[src/rtl/apb_regfile_ws.sv]
// apb_regfile_ws
// APB3 slave register file with these features:
//   - configurable register count and data width
//   - reset value per register
//   - read-only mask
//   - programmable PREADY wait states
//   - PSLVERR on illegal accesses
// Optional feature macro: APB_REGFILE_PSTRB_EN (adds PSTRB byte strobes).
// When the macro is undefined, every write updates the full word.
module apb_regfile_ws #(
    parameter int                             NUM_REGS    = 8,
    parameter int                             DATA_WIDTH  = 32,
    parameter int                             ADDR_WIDTH  = 8,
    parameter int                             WAIT_STATES = 1,
    parameter logic [NUM_REGS-1:0]            RO_MASK     = {NUM_REGS{1'b0}},
    parameter logic [NUM_REGS*DATA_WIDTH-1:0] RESET_VALS  = {(NUM_REGS*DATA_WIDTH){1'b0}}
) (
    input  logic                    PCLK,
    input  logic                    PRESET,
    input  logic                    PSEL,
    input  logic                    PENABLE,
    input  logic                    PWRITE,
    input  logic [ADDR_WIDTH-1:0]   PADDR,
    input  logic [DATA_WIDTH-1:0]   PWDATA,
`ifdef APB_REGFILE_PSTRB_EN
    input  logic [DATA_WIDTH/8-1:0] PSTRB,
`endif
    output logic [DATA_WIDTH-1:0]   PRDATA,
    output logic                    PREADY,
    output logic                    PSLVERR
);

    localparam int IDX_W  = ADDR_WIDTH - 2;
    localparam int NBYTES = DATA_WIDTH / 8;
    // Counter value at which PREADY is registered high.
    // WAIT_STATES=0 never consults this value.
    localparam logic [3:0] WS_LAST = (WAIT_STATES == 0) ? 4'd0 : 4'(WAIT_STATES - 1);

    typedef enum logic [1:0] {
        ST_IDLE   = 2'd0,
        ST_SETUP  = 2'd1,   // first access-phase cycle, request already latched
        ST_ACCESS = 2'd2
    } state_e;

    // Decide whether an access is illegal.
    // An index outside the bank is always an error.
    // A write to a read-only register is also an error.
    function automatic logic access_err(input logic [IDX_W-1:0] idx, input logic wr);
        logic err;
        err = 1'b1;
        for (int i = 0; i < NUM_REGS; i++) begin
            err = (idx == IDX_W'(i)) ? (wr & RO_MASK[i]) : err;
        end
        return err;
    endfunction

    // Expand the byte strobes into a bit mask.
    function automatic logic [DATA_WIDTH-1:0] byte_mask(input logic [NBYTES-1:0] strb);
        logic [DATA_WIDTH-1:0] m;
        m = '0;
        for (int b = 0; b < NBYTES; b++) begin
            m[b*8 +: 8] = {8{strb[b]}};
        end
        return m;
    endfunction

    state_e                  state_r, state_s;
    logic [3:0]              cnt_r, cnt_s;
    logic [IDX_W-1:0]        idx_r, idx_s;
    logic                    wr_r, wr_s;
    logic [DATA_WIDTH-1:0]   wdata_r, wdata_s;
    logic [NBYTES-1:0]       strb_r, strb_s;
    logic                    err_r, err_s;
    logic                    pready_r, pready_s;
    logic                    pslverr_r, pslverr_s;
    logic [DATA_WIDTH-1:0]   prdata_r, prdata_s;
    logic                    commit_s;
    logic [NBYTES-1:0]       in_strb_s;
    logic [IDX_W-1:0]        paddr_idx_s;
    logic [IDX_W-1:0]        rd_idx_s;
    logic [DATA_WIDTH-1:0]   rd_word_s;
    logic                    setup_err_s;
    logic [DATA_WIDTH-1:0]   wmask_s;
    logic [DATA_WIDTH-1:0]   regs_r [NUM_REGS];
    logic                    addr_lsb_unused_s;

    assign paddr_idx_s       = PADDR[ADDR_WIDTH-1:2];
    assign addr_lsb_unused_s = ^PADDR[1:0];
    assign setup_err_s       = access_err(paddr_idx_s, PWRITE);
    assign wmask_s           = byte_mask(strb_r);

`ifdef APB_REGFILE_PSTRB_EN
    assign in_strb_s = PSTRB;
`else
    assign in_strb_s = {NBYTES{1'b1}};
`endif

    // Read-index mux: the bus address while idle (zero-wait reads), the latched index otherwise.
    always_comb begin
        rd_idx_s = (state_r == ST_IDLE) ? paddr_idx_s : idx_r;
    end

    // Read-data mux over the bank; out-of-range indices return zero.
    always_comb begin
        rd_word_s = '0;
        for (int i = 0; i < NUM_REGS; i++) begin
            rd_word_s = (rd_idx_s == IDX_W'(i)) ? regs_r[i] : rd_word_s;
        end
    end

    // Next-state logic for the transfer FSM.
    // Also computes the next values of the latched request, the wait counter and the bus outputs.
    always_comb begin
        state_s   = state_r;
        cnt_s     = cnt_r;
        idx_s     = idx_r;
        wr_s      = wr_r;
        wdata_s   = wdata_r;
        strb_s    = strb_r;
        err_s     = err_r;
        pready_s  = 1'b0;
        pslverr_s = 1'b0;
        prdata_s  = '0;
        commit_s  = 1'b0;
        case (state_r)
            ST_IDLE: begin
                if (PSEL && !PENABLE) begin
                    state_s = ST_SETUP;
                    idx_s   = paddr_idx_s;
                    wr_s    = PWRITE;
                    wdata_s = PWDATA;
                    strb_s  = in_strb_s;
                    err_s   = setup_err_s;
                    cnt_s   = 4'd0;
                    if (WAIT_STATES == 0) begin
                        pready_s  = 1'b1;
                        pslverr_s = setup_err_s;
                        prdata_s  = (!PWRITE && !setup_err_s) ? rd_word_s : '0;
                    end else begin
                        pready_s  = 1'b0;
                    end
                end else begin
                    state_s = ST_IDLE;
                end
            end
            ST_SETUP, ST_ACCESS: begin
                if (!PSEL) begin
                    // Abort: master walked away, drop the transfer without a write.
                    state_s = ST_IDLE;
                    cnt_s   = 4'd0;
                end else if (pready_r) begin
                    if (PENABLE) begin
                        commit_s = wr_r & ~err_r;
                        state_s  = ST_IDLE;
                        cnt_s    = 4'd0;
                    end else begin
                        // Master stalled the access phase; keep presenting the response.
                        state_s   = ST_ACCESS;
                        pready_s  = 1'b1;
                        pslverr_s = pslverr_r;
                        prdata_s  = prdata_r;
                    end
                end else begin
                    state_s = ST_ACCESS;
                    cnt_s   = cnt_r + 4'd1;
                    if (cnt_r == WS_LAST) begin
                        pready_s  = 1'b1;
                        pslverr_s = err_r;
                        prdata_s  = (!wr_r && !err_r) ? rd_word_s : '0;
                    end else begin
                        pready_s  = 1'b0;
                    end
                end
            end
            default: begin
                state_s = ST_IDLE;
                cnt_s   = 4'd0;
            end
        endcase
    end

    // FSM state, latched request and registered bus outputs.
    always_ff @(posedge PCLK) begin
        if (PRESET) begin
            state_r   <= ST_IDLE;
            cnt_r     <= 4'd0;
            idx_r     <= '0;
            wr_r      <= 1'b0;
            wdata_r   <= '0;
            strb_r    <= '0;
            err_r     <= 1'b0;
            pready_r  <= 1'b0;
            pslverr_r <= 1'b0;
            prdata_r  <= '0;
        end else begin
            state_r   <= state_s;
            cnt_r     <= cnt_s;
            idx_r     <= idx_s;
            wr_r      <= wr_s;
            wdata_r   <= wdata_s;
            strb_r    <= strb_s;
            err_r     <= err_s;
            pready_r  <= pready_s;
            pslverr_r <= pslverr_s;
            prdata_r  <= prdata_s;
        end
    end

    // Register bank: reset values on PRESET.
    // Otherwise apply the byte-masked write at the end of a legal completing write.
    always_ff @(posedge PCLK) begin
        if (PRESET) begin
            for (int i = 0; i < NUM_REGS; i++) begin
                regs_r[i] <= RESET_VALS[i*DATA_WIDTH +: DATA_WIDTH];
            end
        end else begin
            for (int i = 0; i < NUM_REGS; i++) begin
                if (commit_s && (idx_r == IDX_W'(i))) begin
                    regs_r[i] <= (regs_r[i] & ~wmask_s) | (wdata_r & wmask_s);
                end else begin
                    regs_r[i] <= regs_r[i];
                end
            end
        end
    end

    assign PRDATA  = prdata_r;
    assign PREADY  = pready_r;
    assign PSLVERR = pslverr_r;

endmodule

[config.mk]
export PLATFORM = sky130hd
export DESIGN_NAME = apb_regfile_ws
export DESIGN_NICKNAME = d
export VERILOG_FILES = /design/src/rtl/apb_regfile_ws.sv
export SDC_FILE = /design/constraint.sdc
export NUM_CORES = 1
export LEC_CHECK = 0
export CORE_MARGIN = 8
export CORE_UTILIZATION = 60
export DETAILED_ROUTE_END_ITERATION = 7
export HOLD_SLACK_MARGIN = 0.15
export PLACE_DENSITY = 0.84
export SYNTH_ARGS = -nofsm -noshare
export SYNTH_HDL_FRONTEND = slang
export SYNTH_SLANG_ARGS = --single-unit
[constraint.sdc]
create_clock -name PCLK -period 10.3 [get_ports PCLK]
set_input_delay 2.575 -clock PCLK [delete_from_list [all_inputs] [get_ports PCLK]]
set_output_delay 2.575 -clock PCLK [all_outputs]
set_load 0.02 [all_outputs]
---- Word-level counts from Yosys, hierarchy flattened ----
Memory sizes are Yosys's and may differ from the RTL's.
Index checks and enable logic that the tools add are counted.
operators by class
  $add $sub $neg .......................... 1
  equal/unequal tests ..................... 26
  mux-type cells .......................... 107
  bitwise logic cells ..................... 38
  reduce and logical (&&, ||, !) cells .... 22
operators by type and width
  kind                                            number
  two-way mux 32 bit                              28
  AND 32 bit                                      9
  OR 32 bit                                       8
  == test 6 x 3 -> 1 bit (second input constant)  12
  two-way mux 1 bit                               69
  == test 6 x 2 -> 1 bit (second input constant)  6
  NOT 32 bit                                      1
  == test 6 x 1 -> 1 bit (second input constant)  3
  logical NOT 6 bit                               3
  two-way mux 4 bit                               4
  OR 1 bit                                        16
  logical AND 1 bit                               10
  one-hot mux 4 bit (2 select lines)              1
  two-way mux 2 bit                               3
  two-way mux 6 bit                               1
  adder 4 x 1 -> 4 bit (second input constant)    1
  logical NOT 4 bit                               1
  inequality test 4 bit (second input constant)   1
  one-hot mux 2 bit (2 select lines)              1
  AND reduction 2 bit                             2
  logical NOT 1 bit                               3
  NOT 1 bit                                       3
  OR reduction 3 bit                              1
  == test 2 x 1 -> 1 bit (second input constant)  1
  6 further kinds                                 6
word-level totals
  flip-flop bits (word level) ............. 81
  bits in writable memories ............... 256
  input bits .............................. 45
  output and inout bits ................... 34
  logic and storage cells ................. 205
  memories kept ........................... 1
memory list
  memory  words  width  rd ports  clocked after memory_dff  write ports  RTL line  text
  regs_r  8      32     8         0                         8            84        logic [DATA_WIDTH-1:0] regs_r [NUM_REGS];

---- Logic depth before layout (Yosys ltp) ----
Gate-level depths: netlist of run 1.
  depth after elaboration ................. 14
  depth in mapped cells ................... 11
  depth with buffers taken out ............ 7

---- Least setup slack after synthesis of run 1 ----
No wires, ideal clock.
  path kind ............................... input -> register
  start ................................... input port PSEL
  end ..................................... memory regs_r[0][0], enable pin
  setup time .............................. 511 ps
  data arrival time ....................... 6547 ps
  data required time ...................... 9789 ps
  setup slack ............................. 3242 ps
  stages on the path ...................... 3
  buffers on the path ..................... 0
  cells stage by stage .................... nand2_1 -> or4_4 -> o41ai_1
RTL lines
  item                RTL line  text
  start: declaration  20        input logic PSEL,
  end: declaration    84

---- Worst setup path after layout of run 1 ----
  start ................................... input port PADDR[7]
  end ..................................... register prdata_r[1] (netlist: PRDATA[1])
on the way
  longest elaborated chain between the ends .. 13
  elaborated cells between the ends (all ways) .. 20
  classes of those cells .................. 7 x eq/ne; 12 x mux; 1 x reduce/logical
RTL lines
  item                             RTL line  text
  start: declaration               23        input logic [ADDR_WIDTH-1:0] PADDR,
  two-way mux 6 bit *              100       rd_idx_s = (state_r == ST_IDLE) ? paddr_idx_s : idx_r;
  logical NOT 6 bit                107       rd_word_s = (rd_idx_s == IDX_W'(i)) ? regs_r[i] : rd_word_s;
  two-way mux 32 bit (7 in a row)  107
  two-way mux 32 bit *             107
  two-way mux 32 bit *             169       prdata_s = (!wr_r && !err_r) ? rd_word_s : '0;
  two-way mux 32 bit *             166       if (cnt_r == WS_LAST) begin
  two-way mux 32 bit *             151       end else if (pready_r) begin
  end signal: assignment           205       prdata_r <= prdata_s;
  end: declaration                 76        logic [DATA_WIDTH-1:0] prdata_r, prdata_s;
Every way passes the cells marked *; elsewhere a longest branch is shown, timed or not.
A chain may end at the register's enable or synchronous reset.

==> results of run 1 <==
-- cell usage in the layout (no fill, tap or decap), drive strengths merged, types with 9 or more instances in the layout --
master,count
a41oi,20
a21oi,317
or2b,19
nand2b,239
o2bb2ai,23
o31ai,34
a31oi,27
clkbuf,46
nand3,23
clkdlybuf4s50,75
nor2b,9
o211ai,52
dfxtp,81
a221o,20
nand2,167
clkinv,14
o31a,12
o21ai,57
o21a,9
edfxtp,256
a21o,23
a211oi,62
o22ai,9
nor3,22
o211a,20
a22o,10
inv,11
buf,36
nor2,74
-- stage by stage --
stage	power (mW)	setup WS, ps	hold WS, ps	util [%]	instances
after detailed placement	2.00	4530	448	63.9	2149
after global routing	3.35	4980	484	67.8	2212
after CTS	3.26	5070	457	67.8	2212
final	3.26	4990	454	67.8	2212
after floorplan	1.88	3240	436	-	1821
after global placement	1.98	4590	444	63.9	2149
-- worst max-delay path, stage by stage --
cell	delay [ps]
sky130_fd_sc_hd__clkdlybuf4s50_1	450
sky130_fd_sc_hd__or3b_1	400
sky130_fd_sc_hd__o2bb2a_1	610
sky130_fd_sc_hd__and2_1	1050
sky130_fd_sc_hd__o211ai_1	350
sky130_fd_sc_hd__a41oi_1	310
-- power by group through the flow --
stage | Combinational, mW | Sequential (mW) | Clock [mW]
5_1_grt | 0.417 | 1.61 | 1.33
4_1_cts | 0.378 | 1.60 | 1.28
3_3_place_gp | 0.365 | 1.62 | 0
6_report | 0.387 | 1.60 | 1.28
2_1_floorplan | 0.272 | 1.60 | 0
3_5_place_dp | 0.375 | 1.62 | 0
-- cells by family after synthesis --
kind of cell	after synthesis	synth area share [%]
AO/OA/AOI/OAI	704	25.7
adder cells (fa/ha/maj)	5	0.348
buffers and inverters	186	4.59
flip-flops	337	51.8
multiplexers	6	0.341
AND/OR/NAND/NOR	583	17.3
-- state kept, by name (all words and copies together) (netlist names) --
| signal | count |
|---|---|
| PRDATA | 32 |
| PREADY | 1 |
| PSLVERR | 1 |
| cnt_r | 4 |
| err_r | 1 |
| idx_r | 6 |
| regs_r | 256 |
| state_r | 2 |
| strb_r | 1 |
| wdata_r | 32 |
| wr_r | 1 |
-- layer usage --
metal	wire length, µm	vias up	global-route usage (%)
met4	1780	0	10.2
met5	0	-	0
li1	-	6711	-
met1	20400	7218	37.6
met2	23100	993	42.9
met3	6470	144	7.10
-- layout make-up --
class	count	area, µm²
multi-input combinational	1298	8010
timing repair buffer	112	1030
fill	2225	9520
clock buffer	45	986
inverter	12	45.0
clock inverter	18	164
tap	390	488
sequential	337	9310
-- path summary, 6_finish.rpt --
kind	end	slack (ps)	cells after the start	start
worst max register to register	PRDATA[27]	6360	10	state_r[0]
worst min-delay path	wdata_r[28]	450	2	wdata_r[28]
worst max-delay path	PRDATA[1]	4990	6	PADDR[7]
worst min register to register	wdata_r[28]	450	2	wdata_r[28]
==> results.yml, run 1 <==
run_status:
  status: "completed"
yosys:
  syn_area_per_cell_um2: 9.87
  synth.yosys.seq_area_share_pct: 51.8
  synth_top_cells_by_count: "sky130_fd_sc_hd__a21oi_1, sky130_fd_sc_hd__edfxtp_1, sky130_fd_sc_hd__nand2b_1"
  synth_top_cell_by_area: "sky130_fd_sc_hd__edfxtp_1"
  synthDominantCellAreaShare_pct: 42.8
  synth_most_common_cell: "sky130_fd_sc_hd__a21oi_1"
  postSynthCellCount: 1821
  synth-main-ff-cell: "sky130_fd_sc_hd__edfxtp_1"
  async_reset_ff_share_pct: 0
  ys_seq_elements: 337
  mappedNetlistArea_mm2: 0.0180
  synth_enable_flop_cells: 256
  synthDistinctLibCells: 62
  synth_top_cells_by_area: "sky130_fd_sc_hd__edfxtp_1, sky130_fd_sc_hd__dfxtp_1, sky130_fd_sc_hd__nand2b_1"
  number_of_warnings_issued_by_yosys: 0
  postSynthNetCount: 1871
sta:
  hold_viol_final: 0
  finalCriticalPeriod_ps: 5310
  max_slew_headroom_pct: 16.5
  skew_ps: 14.5
  setup_viol: 0
  setup_repair_after_global_routing_missed_its_margin: "false"
  number_of_pins_with_negative_max_slew_slack_in_the_final_report: 0
  tns_ps: 0
  min_period_over_period_pct: 51.6
  achievable-frequency_mhz: 188
  worst_slew_pin_slew_ps: 1250
floorplan:
  io_pins: 79
  fp.dieArea_mm2: 0.0358
  start_util_pct: 60.8
  core-area_mm2: 0.0296
  floorplan.die.width_um: 189
  floorplan.die.height_um: 189
  placementRows: 63
detailed_routing:
  detailedRoute.firstIterationViolations: 2207
  routed_via_density: 6.81
  detail_route.first_pass.iterations: 6
  dr_total_vias: 15100
  final_antenna_net_count: 0
  drt-total-wl_um: 51700
  wl_per_cell_um: 23.4
  drc_errors: 0
grt:
  grt_overflow_total: 0
  gr-usage-all-layers_pct: 27.8
  grt_start_max_net_pins: 126
  vias_in_the_first_global_route: 14600
  number_of_antenna_violations_at_the_first_check_in_global_routing: 0
  grt_first_pass_wirelength_um: 80000
clock_tree:
  cts_hold_repair.buffers: 0
  clockRootBuffer: "sky130_fd_sc_hd__clkbuf_16"
  clock_insertion_delay_worst_skew_ps: 520
  cts.repair_timing.setup_buffer_count: 0
  max-clock-path-buffers: 3
  cts.sink_count: 337
  post_cts_resized: 0
  clock_tree.htree_level_count: 2
  cts_made_buffers: 36
  clock_tree_from_tritoncts: "done"
  path_clk_slew_ps: 60
setup_path:
  crit_path_end_kind: "flop"
  startpoint_type: "input pin"
  cp_max_fo: 23
  cp_data_required_time_ps: 10740
  crit_type: "input pin to flop"
  worstPathArrival_ps: 5750
final_layout:
  final_nets: 1847
  area_overhead_vs_synth_pct: 11.5
  post_route_cells_drive_above_1_share_pct: 9.06
  antenna_cells_inserted: 0
  final_design_area_no_fill_mm2: 0.0200
pwr:
  pwr-share-seq_pct: 49.0
  p_switching_uw: 825
  cellPowerDensity_mw_per_mm2: 163
  sw_share_pct: 25.3
  power_report.internal_total_mw: 2.44
  power.combinational.fraction_pct: 11.9
  power.share.clock_pct: 39.1
  cellLeakagePower_nw: 6.69
  power.ir.vdd_worst_uv: 119
placed_design:
  dp_hpwl_um: 29000
  finalWeightedCongestion: 0.843
  portBuffers: 76
  post_dp_cell_area_mm2: 0.0189
job:
  max-cap-violations: 0
worst_hold_path:
  hold_class: "flop to flop"
Power figures use the tool's default switching activity.
==> inputs of run 2 (changes only) <==
CORE_UTILIZATION = 55   (was 60)
PLACE_DENSITY = 0.81   (was 0.84)
clock period = 4.5 ns   (was 10.3 ns; I/O delays follow)
==> run 2 against run 1 <==
Sequential share of layout area is 0.54 points lower; sequential power up 130%; register-to-register slack got worse by 5200 ps; via count fell by 1.5%; utilization fell by 5.2 points; non-clock buffer count is 14 higher; largest cell class unchanged; first-iteration DRC count down 9.9%; critical path type unchanged; worst hold slack improved by 0.66 ps; clock power increased by 130%; highest routed layer unchanged; wire length decreased by 0.88%; critical path depth increased by 1.
==> results.yml, run 2 (synthesis gave the netlist of run 1 again) <==
sta:
  layout_setup_ws_ps: 1130
  max_slew_headroom_pct: 22.1
  setup_viol: 0
  setup_repair_after_global_routing_missed_its_margin: "false"
  min_period_over_period_pct: 74.9
  number_of_pins_with_negative_max_slew_slack_in_the_final_report: 0
  achievable-frequency_mhz: 297
  worst_slew_pin_slew_ps: 1170
  finalCriticalPeriod_ps: 3370
  skew_ps: 17.9
  timing.hold.ws_ps: 455
  hold_viol_final: 0
setup_path:
  worst_path_max_delay_cell: "sky130_fd_sc_hd__clkdlybuf4s50_1"
  timing.reg2reg.worst_path_depth: 7
  register_to_register_setup_slack_ps: 1140
  crit_path_end_kind: "flop"
  cp_max_fo: 11
  path_buf_inv: 2
  crit_type: "input pin to flop"
  startpoint_type: "input pin"
  worstPathArrival_ps: 3770
  cpLargestDelayFamily: "simple AND/OR/NAND/NOR gates"
  crit_chain: "clkdlybuf4s50_1 -> nor2b_2 -> buf_4 -> a211oi_1 -> or4b_2 -> o221ai_1 -> a31oi_1"
  critical_path.max_stage_delay_ps: 750
  reg2reg_from: "state_r[0]"
  cp_data_required_time_ps: 4900
  regToRegEndpoint: "PRDATA[12]"
pwr:
  cellPowerDensity_mw_per_mm2: 371
  power.ir.vdd_worst_uv: 257
  cellLeakagePower_nw: 6.79
clock_tree:
  max-clock-path-buffers: 3
  clockRootBuffer: "sky130_fd_sc_hd__clkbuf_16"
  post_cts_resized: 0
  cts_made_buffers: 36
  cts_hold_repair.buffers: 0
  clock_tree_from_tritoncts: "done"
  cts.sink_count: 337
  clock_tree.htree_level_count: 2
  path_clk_slew_ps: 60
  clock_insertion_delay_worst_skew_ps: 530
  cts.repair_timing.setup_buffer_count: 0
detailed_routing:
  detailedRoute.firstIterationViolations: 1988
  drc_errors: 0
  wl_per_cell_um: 22.5
  drt-total-wl_um: 51300
  routed_via_density: 6.51
  dr_total_vias: 14800
  detail_route.first_pass.iterations: 6
  final_antenna_net_count: 0
grt:
  number_of_antenna_violations_at_the_first_check_in_global_routing: 0
  grt_overflow_total: 0
  grt_start_max_net_pins: 139
  grt_first_pass_wirelength_um: 79800
  gr-usage-all-layers_pct: 25.7
  vias_in_the_first_global_route: 14200
worst_hold_path:
  min_delay_worst_endpoint: "wdata_r[28]"
  worstHoldStart: "wdata_r[28]"
  hold_class: "flop to flop"
  worst_hold_path.num_cells: 2
final_layout:
  top_register: "regs_r"
  post_route_cells_drive_above_1_share_pct: 9.68
  final_nets: 1861
  area_overhead_vs_synth_pct: 12.8
  antenna_cells_inserted: 0
  mostFrequentLayoutCell: "sky130_fd_sc_hd__a21oi_1"
  largest_reg_flops: 256
  mostFrequentLayoutCells: "sky130_fd_sc_hd__a21oi_1, sky130_fd_sc_hd__edfxtp_1, sky130_fd_sc_hd__nand2b_1"
job:
  max-cap-violations: 0
floorplan:
  fp.dieArea_mm2: 0.0387
  floorplan.die.width_um: 197
  placementRows: 66
  floorplan.die.height_um: 197
  core-area_mm2: 0.0324
  start_util_pct: 55.5
  io_pins: 79
run_status:
  status: "completed"
placed_design:
  placement.setup.worst_slack_ps: 689
  dp_hpwl_um: 29300
  portBuffers: 76
  finalWeightedCongestion: 0.855
run 2: worst max path at each step:
stage / start / end / slack [ps] / depth (start not counted)
4_1_cts: PADDR[2] / PRDATA[13] / 1180 / 7
6_report: PADDR[2] / PRDATA[13] / 1130 / 7
3_3_place_gp: PADDR[2] / PRDATA[12] / 740 / 7
3_5_place_dp: PADDR[2] / PRDATA[9] / 690 / 7
2_1_floorplan: PSEL / regs_r[0][0] / -1110 / 3
5_1_grt: PADDR[2] / PRDATA[13] / 1100 / 7
run 2: power breakdown:
part	total, mW	internal, mW	switching, mW	leakage (nW)
sequential	3.65	3.53	0.115	3.28
combinational	0.901	0.335	0.566	2.93
clock	2.98	1.75	1.23	0.575
run 2: layout make-up:
cell class              instances  area (µm²)
fillers                      2586       12100
flip-flops and latches        337        9310
multi-input cells            1298        8010
repair buffers                126        1180
clock buffers                  50        1050
well taps                     442         553
clock inverters                15         130
inverters                      12        45.0
run 2: metal layers:
layer | vias up | share of wire, % | global-route usage (%) | wire length [µm]
li1 | 6747 | - | - | -
met1 | 7052 | 40 | 34.4 | 20700
met2 | 898 | 45 | 40.0 | 22900
met3 | 139 | 11 | 6.11 | 5700
met4 | 0 | 3.6 | 10.1 | 1860
met5 | - | 0 | 0 | 0
run 2: per-stage QoR:
step           instances  utilization, %  power (mW)  TNS [ps]  instance area, µm²
4_1_cts             2280            62.6        7.52         0               20300
6_report            2280            62.6        7.53         0               20300
3_5_place_dp        2215            59.0        4.58         0               19100
3_3_place_gp        2215            59.0        4.55         0               19100
2_1_floorplan       1821               -        4.30   -112220               18000
5_1_grt             2280            62.6        7.75         0               20300
run 2: tightest hold or removal path, cell delays in order, from the launching register on:
cell and delay (ps):
sky130_fd_sc_hd__dfxtp_1 310, sky130_fd_sc_hd__nand2_1 50, sky130_fd_sc_hd__a21oi_1 50
